--- config.mk ---
export PLATFORM = sky130hd
export DESIGN_NAME = stream_fifo_wm
export DESIGN_NICKNAME = d
export VERILOG_FILES = /design/src/rtl/stream_fifo_pkg.sv /design/src/rtl/stream_fifo_mem.sv /design/src/rtl/stream_fifo_wm.sv
export SDC_FILE = /design/constraint.sdc
export NUM_CORES = 1
export LEC_CHECK = 0
export ABC_AREA = 1
export CORE_UTILIZATION = 31
export CTS_BUF_LIST = sky130_fd_sc_hd__clkbuf_16
export CTS_CLUSTER_SIZE = 30
export DETAILED_ROUTE_END_ITERATION = 12
export PLACE_DENSITY_LB_ADDON = 0.08
export SYNTH_ARGS = -nofsm -noshare
export SYNTH_HDL_FRONTEND = slang
export SYNTH_SLANG_ARGS = --single-unit
export TNS_END_PERCENT = 5
--- constraint.sdc ---
create_clock -name clk -period 4.2 [get_ports clk]
set_input_delay 0.84 -clock clk [delete_from_list [all_inputs] [get_ports clk]]
set_output_delay 0.84 -clock clk [all_outputs]
set_load 0.005 [all_outputs]
--- src/rtl/stream_fifo_pkg.sv ---
// Shared helpers for the stream FIFO family: pointer/count widths and pointer wrap.

package stream_fifo_pkg;

    function automatic int unsigned ptr_w(input int unsigned depth);
        return (depth > 1) ? $clog2(depth) : 1;
    endfunction

    function automatic int unsigned cnt_w(input int unsigned depth);
        return $clog2(depth + 1);
    endfunction

    // Explicit wrap so non-power-of-two depths work.
    function automatic int unsigned ptr_inc(input int unsigned ptr, input int unsigned depth);
        return (ptr == depth - 1) ? 0 : ptr + 1;
    endfunction

endpackage

--- src/rtl/stream_fifo_mem.sv ---
// Depth x WordWidth register array, one write port and one asynchronous read port.

module stream_fifo_mem
    import stream_fifo_pkg::*;
#(
    parameter int unsigned Depth     = 8,
    parameter int unsigned WordWidth = 64
) (
    input  logic                      clk,
    input  logic                      we_i,
    input  logic [ptr_w(Depth)-1:0]   waddr_i,
    input  logic [WordWidth-1:0]      wdata_i,
    input  logic [ptr_w(Depth)-1:0]   raddr_i,
    output logic [WordWidth-1:0]      rdata_o
);

    logic [WordWidth-1:0] mem_q [Depth];

    // Storage is intentionally not reset.
    always_ff @(posedge clk) begin
        if (we_i) begin
            mem_q[waddr_i] <= wdata_i;
        end
    end

    assign rdata_o = mem_q[raddr_i];

endmodule

--- src/rtl/stream_fifo_wm.sv ---
// Valid/ready stream FIFO with occupancy count and almost-full/almost-empty watermarks.
// Optional same-cycle empty bypass when STREAM_FIFO_WM_BYPASS_EN is defined.

module stream_fifo_wm
    import stream_fifo_pkg::*;
#(
    parameter int unsigned Depth     = 8,
    parameter int unsigned WordWidth = 64,
    parameter int unsigned AfThresh  = Depth - 1,
    parameter int unsigned AeThresh  = 1
) (
    input  logic                     clk,
    input  logic                     rst,
    input  logic                     flush_i,
    input  logic                     enq_vld_i,
    input  logic [WordWidth-1:0]     enq_payload_i,
    output logic                     enq_rdy_o,
    output logic                     deq_vld_o,
    output logic [WordWidth-1:0]     deq_payload_o,
    input  logic                     deq_rdy_i,
    output logic [cnt_w(Depth)-1:0]  count_o,
    output logic                     almost_full_o,
    output logic                     almost_empty_o
);

    localparam int unsigned PtrW = ptr_w(Depth);
    localparam int unsigned CntW = cnt_w(Depth);

    localparam logic [CntW-1:0] DepthC = CntW'(Depth);
    localparam logic [CntW-1:0] AfC    = CntW'(AfThresh);
    localparam logic [CntW-1:0] AeC    = CntW'(AeThresh);

    if (Depth < 2) begin : gen_bad_depth
        $error("stream_fifo_wm: Depth must be >= 2");
    end
    if (AfThresh < 1 || AfThresh > Depth) begin : gen_bad_af
        $error("stream_fifo_wm: AfThresh must be in 1..Depth");
    end
    if (AeThresh > Depth - 1) begin : gen_bad_ae
        $error("stream_fifo_wm: AeThresh must be in 0..Depth-1");
    end

    logic [PtrW-1:0]      wptr_q, wptr_d, rptr_q, rptr_d;
    logic [CntW-1:0]      count_q, count_d;
    logic [WordWidth-1:0] mem_rdata;
    logic                 enq_fire, deq_fire, pass, do_write, do_pop;

    assign enq_rdy_o = (count_q != DepthC);

`ifdef STREAM_FIFO_WM_BYPASS_EN
    logic bypass;
    assign bypass        = (count_q == '0) && !flush_i;
    assign deq_vld_o     = bypass ? enq_vld_i : (count_q != '0);
    assign deq_payload_o = bypass ? enq_payload_i : mem_rdata;
    assign pass          = bypass && enq_vld_i && deq_rdy_i;
`else
    assign deq_vld_o     = (count_q != '0);
    assign deq_payload_o = mem_rdata;
    assign pass          = 1'b0;
`endif

    assign enq_fire = enq_vld_i && enq_rdy_o;
    assign deq_fire = deq_vld_o && deq_rdy_i;
    // A passed-through beat touches neither storage nor state.
    assign do_write = enq_fire && !pass;
    assign do_pop   = deq_fire && !pass;

    always_comb begin
        wptr_d  = wptr_q;
        rptr_d  = rptr_q;
        count_d = count_q;
        if (flush_i) begin
            wptr_d  = '0;
            rptr_d  = '0;
            count_d = '0;
        end else begin
            if (do_write) wptr_d = PtrW'(ptr_inc(32'(wptr_q), Depth));
            if (do_pop)   rptr_d = PtrW'(ptr_inc(32'(rptr_q), Depth));
            if (do_write && !do_pop)      count_d = count_q + 1'b1;
            else if (do_pop && !do_write) count_d = count_q - 1'b1;
        end
    end

    always_ff @(posedge clk or posedge rst) begin
        if (rst) begin
            wptr_q  <= '0;
            rptr_q  <= '0;
            count_q <= '0;
        end else begin
            wptr_q  <= wptr_d;
            rptr_q  <= rptr_d;
            count_q <= count_d;
        end
    end

    stream_fifo_mem #(
        .Depth    (Depth),
        .WordWidth(WordWidth)
    ) u_mem (
        .clk    (clk),
        .we_i   (do_write && !flush_i),
        .waddr_i(wptr_q),
        .wdata_i(enq_payload_i),
        .raddr_i(rptr_q),
        .rdata_o(mem_rdata)
    );

    assign count_o        = count_q;
    assign almost_full_o  = (count_q >= AfC);
    assign almost_empty_o = (count_q <= AeC);

endmodule

==> flow_metrics.py, run 1 <==
metrics = {
    "run_status": {
        "status": "finished, final reports clean",
    },
    "timing": {
        "skew_ns": 0.01152,
        "period_minus_slack_ns": 3.849,
        "fmax_ghz": 0.2598,
        "finalHoldViolations": 0,
        "setup_viol": 0,
        "setup_slack_ns": 0.3511,
        "timing.slew.headroom_pct": 61.23,
        "hold_ws_ns": 0.5575,
        "final.period_utilization_pct": 91.64,
        "tightest_slew_ns": 0.5816,
        "rsz0062_at_grt": "no",
        "slew_viol_final": 0,
    },
    "setup_path": {
        "worstPathArrival_ns": 3.01,
        "rrSetupSlack_ns": 1.29,
        "end_kind": "output port",
        "required_ns": 3.36,
        "worstPathMaxFanout": 69,
        "ff2ff_path_depth": 8,
        "start_kind": "flop",
        "crit_type": "flop to output port",
        "rr_endpoint": "u_mem.mem_q[0][23]",
        "rr_startpoint": "count_o[0]",
    },
    "detailed_routing": {
        "drt-initial-drc-count": 777,
        "firstDrtPassIters": 4,
        "routedWlPerCell_um": 19.16,
        "drc": 0,
        "totalWireLength_um": 52050,
        "num_vias": 12753,
        "via_per_inst": 4.694,
        "drtAntennaViolNets": 0,
    },
    "grt": {
        "antenna_found_initial": 2,
        "grt_pass1_wl_um": 79760,
        "grt_start_max_net_pins": 115,
        "grtUsageTotal_pct": 15.54,
        "overflow": 0,
        "grt_pass1_vias": 13084,
    },
    "cts": {
        "clk_pin_slew_worst_paths_ns": 0.06,
        "postCtsHoldBufs": 0,
        "clkLatencyLatePin_ns": 0.60,
        "cts_tree": "done",
        "cts_root_buf": "clkbuf_16",
        "cts_resized": 0,
        "cts_made_buffers": 58,
        "cts_buffer_depth": 3,
        "h-tree-depth": 2,
        "cts_sinks": 522,
    },
    "floorplan": {
        "die_w_um": 260.4,
        "die_area_um2": 67810,
        "rows": 94,
        "ios": 141,
        "chipHeight_um": 260.4,
        "initial_core_util_pct": 31.43,
        "coreArea_um2": 65860,
    },
    "place": {
        "io_buffers": 140,
        "placed_cells": 2616,
        "post-dp-hpwl_um": 25660,
        "place_ws_ns": 0.8690,
        "gp_congestion": 0.7188,
    },
    "final_layout": {
        "synthToLayoutAreaGrowth_pct": 20.48,
        "final_cell_mix": "512 x edfxtp_1, 389 x nor2_1, 301 x o21ai_0",
        "finalNonFillerCells": 2717,
        "drive_gt1_share_pct": 5.990,
        "mostFrequentLayoutCell": "edfxtp_1",
        "final_nets": 1889,
        "fillers": 6390,
        "fin_util_pct": 37.86,
        "diodes": 0,
    },
    "yosys": {
        "syn-cell-area_um2": 20700,
        "syn_avg_cell_area_um2": 12.31,
        "ys_warn_count": 0,
        "synthArstFlopShare_pct": 1.916,
        "synthesis.nets": 1757,
        "synth_cells": 1681,
        "synth_seq_area_share_pct": 75.49,
        "synth_edf_count": 512,
        "synthFlopType": "edfxtp_1",
        "ys_ff_latch": 522,
        "synth_cell_type_count": 24,
    },
    "flow_run": {
        "maxCapViolCount": 0,
    },
    "power_and_ir_drop": {
        "powerDensity_nw_per_um2": 578.5,
        "ir_drop_v": 0.0003050,
        "leakage_nw": 8.469,
    },
    "hold_path": {
        "hold_class": "input port to async pin",
    },
}
-- timing repair --
action,in CTS,in global routing
endpoints found under the hold margin,0,0
endpoints found under the setup margin,0,1
buffers inserted,0,1
-- Yosys cell counts, types with 2 or more instances --
library cell	instances	share of area [%]
o21ai_0	301	7.3
buf_6	2	0.11
edfxtp_1	512	74
nand3b_1	2	0.073
nand2_1	232	4.2
clkbuf_1	52	0.94
o21ai_1	89	2.2
xnor2_1	2	0.085
buf_2	23	0.56
nand4_1	3	0.091
nand3_1	8	0.19
dfrtp_1	10	1.2
nor2_1	397	7.2
inv_1	13	0.24
buf_8	4	0.29
a21oi_1	2	0.048
buf_1	10	0.18
buf_4	7	0.25
ha_1	7	0.42
-- state kept, by name (all words and copies together), names as in the netlist --
signal,cells
u_mem.mem_q,512
count_o,4
rptr_q,3
wptr_q,3
-- final cells by class --
| cell class | count | area [µm²] | area share, % |
|---|---|---|---|
| well taps | 864 | 1081 | 4.335 |
| clock buffers | 61 | 1526 | 6.121 |
| repair buffers | 171 | 1904 | 7.636 |
| flip-flops and latches | 522 | 15630 | 62.69 |
| clock inverters | 39 | 156.4 | 0.6272 |
| multi-input cells | 1045 | 4574 | 18.34 |
| inverters | 15 | 61.31 | 0.2458 |
-- routing by layer --
metal / track usage [%] / part of all wire (%) / wire [µm]
met3: 2.516 / 3.6 / 1874
met4: 4.061 / 1.8 / 953
met1: 20.69 / 46 / 24100
met5: 0 / 0.060 / 31
met2: 26.28 / 48 / 25090
-- cells by family after synthesis --
kind of cell    Yosys count  share of synthesized area (%)
xor+xnor                  2                        0.08464
simple gates            643                          11.79
compound gates          393                          9.509
buf+inv                 114                          2.702
flops                   522                          75.49
fa+ha+maj                 7                         0.4231
-- where the power goes --
part           internal, W  total [W]  switching (W)
Clock              0.00257    0.00453        0.00196
Sequential         0.00591    0.00604       0.000133
Combinational      0.00159    0.00386        0.00226
-- stage by stage --
step / power [W] / setup TNS [ns] / cell area, µm²
3_5_place_dp: 0.01006 / 0 / 23230
4_1_cts: 0.01468 / 0 / 24910
5_1_grt: 0.01532 / 0 / 24940
2_1_floorplan: 0.008327 / -146.00 / 20700
3_3_place_gp: 0.01005 / 0 / 23230
6_report: 0.01443 / 0 / 24940
-- worst max path at each step --
stage / startpoint / endpoint / cells past startpoint
after detailed placement: rptr_q[0] / deq_payload_o[35] / 7
after global placement: rptr_q[0] / deq_payload_o[31] / 7
after floorplan: count_o[0] / u_mem.mem_q[0][0] / 7
final: rptr_q[0] / deq_payload_o[48] / 7
after global routing: rptr_q[0] / deq_payload_o[35] / 7
after CTS: rptr_q[0] / deq_payload_o[48] / 7
-- critical path, stage by stage (launching register included) --
cell             delay [ns]
dfrtp_4                0.65
inv_6                  0.36
buf_12                 0.34
o21ai_0                0.16
o21ai_0                0.09
nand2_1                0.07
nand2_1                0.12
clkdlybuf4s50_1        0.53
Note: power is estimated with default switching activity, not from simulation.
==> run 2, diff against run 1 <==
--- a/config.mk
+++ b/config.mk
@@ -6,7 +6,8 @@
 export NUM_CORES = 1
 export LEC_CHECK = 0
 export ABC_AREA = 1
-export CORE_UTILIZATION = 31
+export CORE_MARGIN = 2
+export CORE_UTILIZATION = 53
 export CTS_BUF_LIST = sky130_fd_sc_hd__clkbuf_16
 export CTS_CLUSTER_SIZE = 30
 export DETAILED_ROUTE_END_ITERATION = 12
==> run 2 against run 1 <==
Net effect: clock power decreased by 6.2%; fmax decreased by 1.1%; critical endpoint is now deq_payload_o[7]; critical path type unchanged; sequential power decreased by 0.7%; via count increased by 0.13%; clock skew about the same.
==> flow_metrics.py, run 2 (synthesis results as in run 1) <==
metrics = {
    "final_layout": {
        "fin_util_pct": 62.97,
        "synthToLayoutAreaGrowth_pct": 17.30,
        "drive_gt1_share_pct": 5.911,
        "largest_register_ff_count": 512,
        "mostFrequentLayoutCell": "edfxtp_1",
        "diodes": 0,
        "final_cell_mix": "512 x edfxtp_1, 389 x nor2_1, 301 x o21ai_0",
        "final_nets": 1881,
        "top_register": "u_mem.mem_q",
    },
    "setup_path": {
        "crit_type": "flop to output port",
        "end_kind": "output port",
        "required_ns": 3.36,
        "worstPathMaxFanout": 71,
        "worstPathArrival_ns": 3.05,
        "start_kind": "flop",
    },
    "detailed_routing": {
        "drt-initial-drc-count": 906,
        "drtAntennaViolNets": 0,
        "firstDrtPassIters": 5,
        "routedWlPerCell_um": 18.84,
        "drc": 0,
        "via_per_inst": 5.406,
        "num_vias": 12770,
        "totalWireLength_um": 44510,
    },
    "place": {
        "gp_congestion": 0.7864,
        "place_ws_ns": 0.8782,
        "post-dp-hpwl_um": 21980,
        "io_buffers": 140,
    },
    "grt": {
        "grt_pass1_wl_um": 69370,
        "grt_start_max_net_pins": 158,
        "overflow": 0,
        "grtUsageTotal_pct": 22.13,
        "antenna_found_initial": 0,
        "grt_pass1_vias": 12560,
    },
    "hold_path": {
        "hold_class": "input port to async pin",
    },
    "cts": {
        "cts_tree": "done",
        "postCtsHoldBufs": 0,
        "cts_root_buf": "clkbuf_16",
        "clk_pin_slew_worst_paths_ns": 0.06,
        "h-tree-depth": 2,
        "cts_resized": 0,
        "cts_made_buffers": 52,
        "cts_buffer_depth": 3,
        "clkLatencyLatePin_ns": 0.58,
        "cts_sinks": 522,
        "cts_setup_buffers": 0,
    },
    "timing": {
        "skew_ns": 0.01202,
        "finalHoldViolations": 0,
        "slew_viol_final": 0,
        "setup_viol": 0,
        "tightest_slew_ns": 1.066,
        "rsz0062_at_grt": "no",
        "timing.slew.headroom_pct": 28.92,
        "period_minus_slack_ns": 3.893,
        "final.period_utilization_pct": 92.70,
        "setup_slack_ns": 0.3066,
        "fmax_ghz": 0.2568,
    },
    "floorplan": {
        "initial_core_util_pct": 53.68,
        "coreArea_um2": 38560,
        "chipHeight_um": 201.6,
        "die_area_um2": 40650,
        "die_w_um": 201.6,
        "rows": 72,
        "ios": 141,
    },
    "power_and_ir_drop": {
        "leakage_nw": 8.343,
        "ir_drop_v": 0.0004564,
        "powerDensity_nw_per_um2": 575.0,
    },
    "flow_run": {
        "maxCapViolCount": 0,
    },
    "run_status": {
        "status": "finished, final reports clean",
    },
}
[run 2: worst paths after layout]
kind                             from                  to  slack (ns)  cells past startpoint
setup / recovery            rptr_q[0]    deq_payload_o[7]        0.31                      7
hold reg to reg             wptr_q[0]           wptr_q[0]        0.60                      2
min in group clk            wptr_q[0]           wptr_q[0]        0.60                      2
hold / removal                    rst           rptr_q[0]        0.54                      2
setup reg to reg           count_o[0]  u_mem.mem_q[2][32]        1.39                      8
max in group asynchronous         rst           rptr_q[1]        3.34                      2
[run 2: per-layer routing]
metal / part of all wire [%] / global-route usage (%) / vias to the layer above
met2: 49 / 37.20 / 258
met4: 2.0 / 6.775 / 0
li1: - / - / 6176
met3: 4.8 / 3.984 / 65
met5: 0 / 0 / -
met1: 45 / 29.63 / 6271
[run 2: worst max-delay path, cell delays in order, from the launching register on]
cell             delay (ns)
dfrtp_4                0.61
inv_6                  0.46
buf_4                  0.43
o21ai_0                0.15
o21ai_1                0.09
nand2_1                0.06
nand2_1                0.10
clkdlybuf4s50_1        0.54
[run 2: stage by stage]
stage | hold WS, ns | instance area (µm²) | setup TNS [ns] | total power, W | cells
3_3_place_gp | 0.5754 | 22720 | 0 | 0.009821 | 2269
5_1_grt | 0.5585 | 24280 | 0 | 0.01474 | 2362
3_5_place_dp | 0.5986 | 22720 | 0 | 0.009861 | 2269
4_1_cts | 0.5479 | 24280 | 0 | 0.01410 | 2362
6_report | 0.5426 | 24280 | 0 | 0.01396 | 2362
2_1_floorplan | 0.5566 | 20700 | -146.00 | 0.008327 | 1681
[run 2: final cells by class]
class,count,area [µm²]
Clock buffer,53,1326
Tap cell,518,648.1
Sequential cell,522,15630
Multi-Input combinational cell,1045,4574
Inverter,15,61.31
Fill cell,2994,14280
Clock inverter,40,229.0
Timing Repair Buffer,169,1807
[run 2: power breakdown]
part	switching, W	internal (W)	leakage (nW)	total, W
Combinational	0.00217	0.00154	2.77	0.00371
Sequential	0.0000995	0.00591	4.75	0.00600
Clock	0.00185	0.00239	0.824	0.00425
Total	0.00413	0.00983	8.34	0.0140
